File: src/rtl/pid_pkg.sv
// Shared definitions for the PID math sequencer: FSM states, ALU select
// encodings and the per-state ALU control word.
package pid_pkg;

    typedef enum logic [2:0] {
        IDLE,
        ERR,
        INTG,
        ICOMP,
        PCOMP,
        ACC1,
        ACC2,
        DONE
    } state_t;

    // ALU src0 select encodings
    localparam logic [2:0] SRC0_A2D_RES    = 3'd0;
    localparam logic [2:0] SRC0_INTGRL_EXT = 3'd1;
    localparam logic [2:0] SRC0_ICOMP_EXT  = 3'd2;
    localparam logic [2:0] SRC0_PCOMP      = 3'd3;
    localparam logic [2:0] SRC0_PTERM      = 3'd4;

    // ALU src1 select encodings
    localparam logic [2:0] SRC1_ACCUM      = 3'd0;
    localparam logic [2:0] SRC1_ITERM      = 3'd1;
    localparam logic [2:0] SRC1_ERROR_EXT  = 3'd2;
    localparam logic [2:0] SRC1_ERROR_TOP  = 3'd3;
    localparam logic [2:0] SRC1_FWD        = 3'd4;

    typedef struct packed {
        logic [2:0] src0sel;
        logic [2:0] src1sel;
        logic       multiply;
        logic       sub;
        logic       mult2;
        logic       mult4;
        logic       saturate;
    } ctrl_t;

    // ALU control word driven while the sequencer sits in a given state
    function automatic ctrl_t ctrl_decode(input state_t s);
        ctrl_t c;
        c = '0;
        case (s)
            ERR: begin
                c.src1sel  = SRC1_FWD;
                c.src0sel  = SRC0_A2D_RES;
                c.sub      = 1'b1;
                c.saturate = 1'b1;
            end
            INTG: begin
                c.src1sel  = SRC1_ERROR_TOP;
                c.src0sel  = SRC0_INTGRL_EXT;
                c.saturate = 1'b1;
            end
            ICOMP: begin
                c.src1sel  = SRC1_ITERM;
                c.src0sel  = SRC0_INTGRL_EXT;
                c.multiply = 1'b1;
            end
            PCOMP: begin
                c.src1sel  = SRC1_ERROR_EXT;
                c.src0sel  = SRC0_PTERM;
                c.multiply = 1'b1;
            end
            ACC1: begin
                c.src1sel  = SRC1_FWD;
                c.src0sel  = SRC0_PCOMP;
            end
            ACC2: begin
                c.src1sel  = SRC1_ACCUM;
                c.src0sel  = SRC0_ICOMP_EXT;
                c.mult2    = 1'b1;
            end
            default: c = '0;
        endcase
        return c;
    endfunction

endpackage

File: src/rtl/pid_math_seq.sv
// Sequencer for the shared PID ALU: steps the ALU through the balance-loop
// equation once per go, capturing each ALU result into its register.
module pid_math_seq
    import pid_pkg::*;
#(
    parameter int unsigned MULT_CYCLES = 2
) (
    input  logic        clk,
    input  logic        rst_n,
    input  logic        go,
    input  logic        clr_intgrl,
    input  logic        freeze_intgrl,
    input  logic [15:0] dst,
    output logic [2:0]  src0sel,
    output logic [2:0]  src1sel,
    output logic        multiply,
    output logic        sub,
    output logic        mult2,
    output logic        mult4,
    output logic        saturate,
    output logic [11:0] error,
    output logic [11:0] intgrl,
    output logic [11:0] icomp,
    output logic [15:0] pcomp,
    output logic [15:0] accum,
    output logic        busy,
    output logic        done
);

    localparam logic [2:0] LAST_CNT = 3'(MULT_CYCLES - 1);

    state_t     state;
    state_t     nxt;
    logic [2:0] cnt;
    logic       last;
    ctrl_t      ctrl;

    assign src0sel  = ctrl.src0sel;
    assign src1sel  = ctrl.src1sel;
    assign multiply = ctrl.multiply;
    assign sub      = ctrl.sub;
    assign mult2    = ctrl.mult2;
    assign mult4    = ctrl.mult4;
    assign saturate = ctrl.saturate;

    // Next-state decode; multiply steps leave once the cycle counter reaches the last cycle
    always_comb begin
        nxt  = state;
        last = (cnt == LAST_CNT);
        case (state)
            IDLE:    if (go) nxt = ERR;
            ERR:     nxt = INTG;
            INTG:    nxt = ICOMP;
            ICOMP:   if (last) nxt = PCOMP;
            PCOMP:   if (last) nxt = ACC1;
            ACC1:    nxt = ACC2;
            ACC2:    nxt = DONE;
            DONE:    nxt = IDLE;
            default: nxt = IDLE;
        endcase
    end

    // FSM, registered ALU controls/status, and result captures on the last cycle of each step.
    // Controls are decoded from the next state so they are valid for the whole step.
    always_ff @(posedge clk) begin
        if (!rst_n) begin
            state  <= IDLE;
            cnt    <= '0;
            ctrl   <= '0;
            busy   <= 1'b0;
            done   <= 1'b0;
            error  <= '0;
            intgrl <= '0;
            icomp  <= '0;
            pcomp  <= '0;
            accum  <= '0;
        end else begin
            state <= nxt;
            ctrl  <= ctrl_decode(nxt);
            busy  <= (nxt != IDLE);
            done  <= (nxt == DONE);
            cnt   <= (nxt != state || state == IDLE) ? '0 : cnt + 3'd1;

            case (state)
                ERR:   error <= dst[11:0];
                INTG:  if (!freeze_intgrl) intgrl <= dst[11:0];
                ICOMP: if (last) icomp <= dst[11:0];
                PCOMP: if (last) pcomp <= dst;
                ACC1:  accum <= dst;
                ACC2:  accum <= dst;
                default: ;
            endcase

            // Placed after the capture so a clear wins over an INTG update
            if (clr_intgrl) intgrl <= '0;
        end
    end

endmodule
File: config.mk
export PLATFORM = sky130hd
export DESIGN_NAME = pid_math_seq
export DESIGN_NICKNAME = d
export VERILOG_FILES = /design/src/rtl/pid_pkg.sv /design/src/rtl/pid_math_seq.sv
export SDC_FILE = /design/constraint.sdc
export NUM_CORES = 1
export LEC_CHECK = 0
export BUFFER_PORTS_ARGS = -buffer_cell sky130_fd_sc_hd__buf_2
export CORE_MARGIN = 4
export CORE_UTILIZATION = 40
export DETAILED_ROUTE_END_ITERATION = 16
export GPL_ROUTABILITY_DRIVEN = 1
export PLACE_DENSITY = 0.65
export RECOVER_POWER = 100
export SLEW_MARGIN = 20
export SYNTH_ARGS = -nofsm -noshare
export SYNTH_HDL_FRONTEND = slang
export SYNTH_SLANG_ARGS = --single-unit
File: constraint.sdc
create_clock -name clk -period 4.85 [get_ports clk]
set_input_delay 0.2425 -clock clk [delete_from_list [all_inputs] [get_ports clk]]
set_output_delay 0.2425 -clock clk [all_outputs]
set_load 0.005 [all_outputs]
==> results.cfg, run 1 <==
[pwr]
leakage_nw = 1.73
power_frac_comb = 0.067
seqPwrFrac = 0.511
p_sw_w = 0.000322
power.density_nw_per_um2 = 363
peakVddDrop_mv = 0.178
internal_power_w = 0.00111
p_sw_frac = 0.225
finalPower_w = 0.00143
clkPwrFrac = 0.422

[sta]
fin_setup_tns_ns = 0
skew_ns = 0.0124
grt_setup_unrepaired = false
relSlewSlack = 0.133
finalHoldViolations = 0
fin_crit_sh = 0.579
tightest_slew_ns = 1.30
fmax_ghz = 0.356
setup_violations = 0
post-route-min-period_ns = 2.81
maxSlewViolCount = 0

[die]
core-area_um2 = 7770
fp.dieW_um = 97.5
rows = 32
die_h_um = 97.5
die-area_um2 = 9510
top_level_ports = 102
start_util = 0.413

[critical_path]
critical_path.max_fanout = 13
crit_required_ns = 5.13
crit_type = flop to flop
crit_slowest_cell = nor4_1
startpoint_type = flop
worstPathCellList = inv_1, ha_1, nor4_1, a221o_1, o21ai_0, mux2_2, nor2_1
arrival_ns = 3.09
slowest_delay_ns = 0.63
cp-end-kind = flop

[synthesis]
ys_seq_area_frac = 0.537
synthArstFlopShare = 0
synth_nets = 389
synth_area_um2 = 3210
netlist_instances = 363
synth_common_cells = dfxtp_1, nand2_1, a21oi_1
yosys_register_bits = 86
ys.warnings.count = 0
synthTopCellsByArea = dfxtp_1, nand2_1, mux2i_1
synth.avg_cell_area_um2 = 8.83
synth_cell_types = 39
yosysTopAreaCell = dfxtp_1
ys.flop_type = dfxtp_1
synth-edff-count = 0
synth_top_cell_area_share = 0.537

[cells_and_area]
fin_nets = 479
post-route-util = 0.507
syn_to_final_growth_pct = 22.8
final_area_um2 = 3940
drive_above_1_share = 0.164
diodes = 0
final_cells = 559

[clocking]
htree_levels = 3
clock-sinks = 86
cts_buffers = 9
clkTransAtPathRegs_ns = 0.08
cts.path.max_buffers = 2
cts_tree = built
cts_hold_buf = 0
post_cts_buffers = 0
cts_resized = 0
clk_latency_ns = 0.36
root_buffer = clkbuf_8

[place]
dp.cells = 544
placed_area_um2 = 3750
gp_congestion = 0.974
io_buffers = 100
post-dp-hpwl_um = 5520

[status]
outcome = finished clean

[hold_path]
worstHoldPathType = primary input to flop

[detailed_routing]
route.antenna.remaining_nets = 0
wl_um = 8070
dr.first_iter.drc_count = 155
vias = 2765
post_drt_wl_per_cell_um = 14.4
drc_errors = 0
viasPerCell = 4.95
drt_pre_antenna_iters = 4

[grt]
first_global_vias = 2530
antenna_found_initial = 0
grt_overflow = 0
grt_pass1_wl_um = 13000
grt_max_degree = 61
gr-usage-all-layers = 0.169

[flow_run]
cap_violations = 0
cell usage in the layout, fill, tap and decap left out, types with 2 or more instances in the layout:
| cell type | netlist | layout |
|---|---|---|
| o21ai_0 | 8 | 8 |
| clkbuf_1 | 15 | 49 |
| or3_1 | 2 | 3 |
| o21a_1 | 2 | 2 |
| nor3_1 | 7 | 6 |
| nand2_1 | 86 | 86 |
| inv_2 | 1 | 2 |
| ha_1 | 5 | 5 |
| and3_1 | 2 | 2 |
| nand2b_1 | 2 | 2 |
| clkbuf_8 | 0 | 10 |
| bufinv_16 | 0 | 3 |
| inv_1 | 3 | 3 |
| buf_2 | 6 | 51 |
| nor2_1 | 39 | 39 |
| mux2i_1 | 30 | 30 |
| dfxtp_1 | 86 | 86 |
| a21oi_1 | 46 | 46 |
logic make-up (layout without fill, tap and decap cells):
| family | count (synthesis) | after routing | synth area share |
|---|---|---|---|
| and+or+nand+nor | 148 | 148 | 0.198 |
| DFF | 86 | 86 | 0.537 |
| AOI/OAI and AO/OA | 64 | 64 | 0.109 |
| muxes | 31 | 31 | 0.0972 |
| buffers and inverters | 27 | 121 | 0.0351 |
| adders and majority gates | 5 | 5 | 0.0195 |
| other | 1 | 1 | 0.00117 |
| xor gates and xnor gates | 1 | 1 | 0.00273 |
critical path, delay by kind of cell (launching register included):
kind | cells | cell delay [ns]
simple gates | 2 | 0.70
compound gates | 2 | 0.63
mux | 1 | 0.30
flops | 1 | 0.62
buf+inv | 1 | 0.17
fa+ha+maj | 1 | 0.31
layer usage:
metal / routed length [um] / GRT usage / vias to the layer above
li1: - / - / 1379
met5: 0 / 0 / -
met3: 560 / 0.0416 / 16
met2: 3590 / 0.261 / 109
met4: 189 / 0.0831 / 0
met1: 3740 / 0.219 / 1261
through the flow:
stage | hold WS, ns | worst slack [ns]
final | 0.140 | 2.04
after global routing | 0.127 | 1.82
after CTS | 0.124 | 2.15
after detailed placement | 0.443 | 2.18
after global placement | 0.439 | 2.38
after floorplan | 0.364 | 2.60
worst paths after layout:
path / depth (start not counted) / slack [ns] / startpoint / endpoint
hold / removal: 3 / 0.14 / dst[14] / pcomp[14]
hold reg to reg: 2 / 0.45 / pcomp[9] / pcomp[9]
setup / recovery: 7 / 2.04 / state[1] / multiply
setup reg to reg: 7 / 2.04 / state[1] / multiply
final cells by class:
cell class	instances	area, um2
Clock inverter	5	106
Sequential cell	86	1720
Tap cell	102	128
Inverter	5	18.8
Clock buffer	10	138
Timing Repair Buffer	101	447
Multi-Input combinational cell	250	1380
Fill cell	770	3830
power by group through the flow:
stage	logic, W	clock network [W]	registers [W]
6_report	0.0000962	0.000603	0.000731
5_1_grt	0.000107	0.000647	0.000733
4_1_cts	0.0000995	0.000618	0.000729
3_5_place_dp	0.0000993	0	0.000746
3_3_place_gp	0.0000980	0	0.000745
2_1_floorplan	0.0000585	0	0.000744
state kept, by name (all words and copies together), names as in the netlist:
signal and flops:
accum 16, pcomp 16, error 12, icomp 12, intgrl 12, cnt 3, src0sel 3, src1sel 3
state 3, busy 1, done 1, mult2 1, multiply 1, saturate 1, sub 1
No activity file was read; power rests on OpenSTA's default activity.
==> run 2, diff against run 1 <==
--- a/config.mk
+++ b/config.mk
@@ -10,7 +10,7 @@
 export CORE_UTILIZATION = 40
 export DETAILED_ROUTE_END_ITERATION = 16
 export GPL_ROUTABILITY_DRIVEN = 1
-export PLACE_DENSITY = 0.65
+export PLACE_DENSITY = 0.68
 export RECOVER_POWER = 100
 export SLEW_MARGIN = 20
 export SYNTH_ARGS = -nofsm -noshare
==> constraint.sdc (replaced) <==
create_clock -name clk -period 2.4 [get_ports clk]
set_input_delay 0.12 -clock clk [delete_from_list [all_inputs] [get_ports clk]]
set_output_delay 0.12 -clock clk [all_outputs]
set_load 0.005 [all_outputs]
==> results.cfg, run 2 (synthesis gave the netlist of run 1 again) <==
[status]
outcome = finished clean

[flow_run]
cap_violations = 0

[grt]
gr-usage-all-layers = 0.174
grt_pass1_wl_um = 13300
antenna_found_initial = 0
grt_max_degree = 50
grt_overflow = 0
first_global_vias = 2789

[sta]
grt_setup_unrepaired = false
finalHoldViolations = 0
maxSlewViolCount = 0
tightest_slew_ns = 0.828
fin_crit_sh = 0.915
skew_ns = 0.0117
fmax_ghz = 0.455
post-route-min-period_ns = 2.20
setup_violations = 0
relSlewSlack = 0.445
fin_setup_tns_ns = 0

[cells_and_area]
fin_nets = 488
syn_to_final_growth_pct = 24.2
post-route-util = 0.513
drive_above_1_share = 0.184
n_fill_cell = 792
final_cell_mix = nand2_1, dfxtp_1, buf_2, a21oi_1, clkbuf_1
diodes = 0
top_regs = accum: 16 flops, pcomp: 16 flops

[clocking]
cts_buffers = 9
clock-sinks = 86
clk_latency_ns = 0.35
htree_levels = 3
cts.path.max_buffers = 2
cts_tree = built
root_buffer = clkbuf_8
clkTransAtPathRegs_ns = 0.09

[die]
die-area_um2 = 9510
core-area_um2 = 7770
rows = 32
top_level_ports = 102
fp.dieW_um = 97.5
start_util = 0.413
die_h_um = 97.5

[detailed_routing]
drt_pre_antenna_iters = 4
drc_errors = 0
post_drt_wl_per_cell_um = 14.6
dr.first_iter.drc_count = 107
viasPerCell = 4.97
vias = 2828
wl_um = 8330
route.antenna.remaining_nets = 0

[critical_path]
crit_required_ns = 2.68
reg2reg_depth = 9
critical_path.max_fanout = 12
cp.depth = 9
critPathBufInv = 2
crit_family = compound AO/OA/AOI/OAI gates
path_common_cell = nor2_1
crit_type = flop to flop
arrival_ns = 2.48
worstPathCellList = buf_4, ha_1, nor2_1, clkbuf_1, nand3b_4, a21oi_1, o21ai_0, mux2_2, nor2_1
slowest_delay_ns = 0.32
cp-end-kind = flop
crit_slowest_cell = dfxtp_1
startpoint_type = flop

[pwr]
peakVddDrop_mv = 0.329
leakage_nw = 1.79
power.density_nw_per_um2 = 681

[hold_path]
hold_depth = 3
worstHoldPathType = primary input to flop

[place]
gp_congestion = 0.866
io_buffers = 100
post-dp-hpwl_um = 5860
==> run 2: cell count changes in the layout (fill, tap and decap cells not counted), sizes merged <==
cell,delta
bufinv,-2
clkinv,+5
clkbuf,-4
clkinvlp,-1
dlygate4sd3,+2
buf,+10
==> run 2: what timing repair did <==
| item | CTS | global route |
|---|---|---|
| hold buffers | 2 | 0 |
| endpoints found under the hold margin | 2 | 0 |
| buffers inserted | 0 | 0 |
| resized for setup | 0 | 1 |
| endpoints found under the setup margin | 0 | 2 |
==> run 2: path summary, 6_finish.rpt <==
check / start / endpoint / slack (ns)
worst min-delay path: dst[14] / accum[14] / 0.02
worst min register to register: pcomp[9] / pcomp[9] / 0.46
worst max register to register: state[1] / multiply / 0.20
worst max-delay path: state[1] / multiply / 0.20
==> run 2: cell type report <==
class,count,area (um2),area share
clock buffers,9,124,0.0311
clock inverters,7,81.3,0.0204
inverters,5,18.8,0.00471
multi-input cells,250,1380,0.347
flip-flops and latches,86,1720,0.432
well taps,102,128,0.0321
repair buffers,110,528,0.133
==> run 2: metal layers <==
metal	global-route usage	vias up	wire, um	part of all wire
met1	0.207	1319	3540	0.42
met5	0	-	0	0
li1	-	1393	-	-
met2	0.288	101	3990	0.48
met4	0.0852	0	203	0.024
met3	0.0474	15	599	0.072
==> run 2: tightest hold or removal path, cell delays in order <==
cell and delay, ns:
buf_2 0.09, mux2i_1 0.06, nor2_1 0.07
==> run 2: per-stage QoR <==
stage                     std cells  cell area [um2]  hold slack (ns)  setup slack, ns  total power (W)
after floorplan                 363             3210            0.242            0.152          0.00162
after global placement          551             3820            0.368            0.279          0.00171
after detailed placement        551             3820            0.378            0.146          0.00172
after CTS                       569             4050          0.00596            0.107          0.00275
after global routing            569             3980           0.0112           0.0747          0.00282
final                           569             3980           0.0201            0.203          0.00271
==> run 2: where the power goes <==
part / leakage, nW / total [W] / switching [W] / internal, W
Sequential: 0.695 / 0.00147 / 0.0000155 / 0.00145
Combinational: 0.985 / 0.000206 / 0.000134 / 0.0000720
Clock: 0.106 / 0.00103 / 0.000539 / 0.000496
Total: 1.79 / 0.00271 / 0.000689 / 0.00202
==> run 3, diff against run 2 <==
--- a/config.mk
+++ b/config.mk
@@ -10,6 +10,7 @@
 export CORE_UTILIZATION = 40
 export DETAILED_ROUTE_END_ITERATION = 16
 export GPL_ROUTABILITY_DRIVEN = 1
+export HOLD_SLACK_MARGIN = 0.15
 export PLACE_DENSITY = 0.68
 export RECOVER_POWER = 100
 export SLEW_MARGIN = 20
==> results.cfg, run 3 (synthesis gave the netlist of run 1 again) <==
[clocking]
clock-sinks = 86
htree_levels = 3
root_buffer = clkbuf_8
cts.path.max_buffers = 2
clk_latency_ns = 0.35
post_cts_buffers = 0
cts_tree = built
cts_buffers = 9
clkTransAtPathRegs_ns = 0.10

[grt]
antenna_found_initial = 0
grt_use_met3 = 0.0467
gr-usage-met2 = 0.299
grt_pass1_wl_um = 13700
grt_util_met1 = 0.212
gr-usage-all-layers = 0.179
grt_overflow = 0
first_global_vias = 2857
grt.busiest_layer = met2
grt_max_degree = 50

[sta]
finalHoldViolations = 0
maxSlewViolCount = 0
setup_violations = 0
post-route-min-period_ns = 2.19
skew_ns = 0.0121
tightest_slew_ns = 0.824
relSlewSlack = 0.448
grt_setup_unrepaired = false
fmax_ghz = 0.457
fin_crit_sh = 0.912
fin_setup_tns_ns = 0

[pwr]
power.density_nw_per_um2 = 661
leakage_nw = 1.84
p_sw_frac = 0.254
p_sw_w = 0.000693
clkPwrFrac = 0.379
seqPwrFrac = 0.538
peakVddDrop_mv = 0.331
internal_power_w = 0.00204
power_frac_comb = 0.083

[status]
outcome = finished clean

[cells_and_area]
final_area_um2 = 4130
top_regs = accum: 16 flops, pcomp: 16 flops
final_cell_mix = nand2_1, dfxtp_1, buf_2, clkbuf_1, a21oi_1
syn_to_final_growth_pct = 28.8
fin_nets = 503
drive_above_1_share = 0.176
diodes = 0
n_fill_cell = 775

[die]
start_util = 0.413
core-area_um2 = 7770
rows = 32
die_h_um = 97.5
die-area_um2 = 9510
top_level_ports = 102
fp.dieW_um = 97.5

[detailed_routing]
route.antenna.remaining_nets = 0
wl_um = 8580
drt_pre_antenna_iters = 4
post_drt_wl_per_cell_um = 14.7
drc_errors = 0
dr.first_iter.drc_count = 102
viasPerCell = 4.94
vias = 2887

[hold_path]
min-delay-start = freeze_intgrl
worstHoldPathType = primary input to flop

[critical_path]
critical_path.max_fanout = 12
arrival_ns = 2.46
crit_required_ns = 2.68
slowest_delay_ns = 0.32
cp-end-kind = flop
r2r-start = state[1]
path_common_cell = nor2_1
crit_slowest_cell = dfxtp_1
startpoint_type = flop
worstPathCellList = buf_4, ha_1, nor2_1, clkbuf_1, nand3b_4, a21oi_1, o21ai_0, mux2_2, nor2_1
critical_path.startpoint = state[1]
crit_type = flop to flop

[place]
placed_area_um2 = 3820
gp_congestion = 0.866
post-dp-hpwl_um = 5860
io_buffers = 100

[flow_run]
cap_violations = 0
[run 3: cell types whose count changed in the layout (fill, tap and decap cells not counted), sizes merged]
| cell | delta |
|---|---|
| clkbuf | +1 |
| dlygate4sd3 | +15 |
| buf | -1 |
[run 3: layer usage]
metal / share of wire / vias to the layer above
met2: 0.48 / 85
li1: - / 1426
met3: 0.058 / 17
met1: 0.44 / 1359
met5: 0 / -
met4: 0.026 / 0
[run 3: final timing paths]
kind,endpoint,slack [ns],depth (start not counted)
worst max-delay path,multiply,0.21,9
worst min-delay path,intgrl[10],0.17,4
worst max register to register,multiply,0.21,9
worst min register to register,error[7],0.46,2
[run 3: critical path: cells and delay by family, from the launching register on]
kind                       cells  cell delay, ns
AOI/OAI and AO/OA              2            0.51
and+or+nand+nor                3            0.36
adders and majority gates      1            0.25
DFF                            1            0.32
muxes                          1            0.31
buffers and inverters          2            0.36
[run 3: area by class of cell]
type / instances / area [um2] / share of cell area
tap: 102 / 128 / 0.0309
clock buffer: 9 / 124 / 0.0300
timing repair buffer: 125 / 677 / 0.164
clock inverter: 7 / 81.3 / 0.0197
inverter: 5 / 18.8 / 0.00454
sequential: 86 / 1720 / 0.417
multi-input combinational: 250 / 1380 / 0.334
[run 3: power by group through the flow]
stage | combinational (W) | clock (W) | sequential [W]
after global placement | 0.000210 | 0 | 0.00150
after CTS | 0.000236 | 0.00106 | 0.00147
after floorplan | 0.000118 | 0 | 0.00150
after global routing | 0.000252 | 0.00112 | 0.00147
final | 0.000225 | 0.00104 | 0.00147
after detailed placement | 0.000215 | 0 | 0.00150
[run 3: metrics by stage]
stage	total power (W)	util	hold WS, ns	std cells	worst slack (ns)
after floorplan	0.00162	-	0.242	363	0.152
after global placement	0.00171	0.492	0.368	551	0.279
after detailed placement	0.00172	0.492	0.378	551	0.146
after CTS	0.00277	0.540	0.154	584	0.107
after global routing	0.00284	0.532	0.175	584	0.0747
final	0.00273	0.532	0.172	584	0.211
[run 3: what timing repair did]
action	4_1_cts	5_1_grt
gates resized for setup	0	1
hold buffers	17	0
endpoints found under the setup margin	0	2
endpoints found under the hold margin	79	0
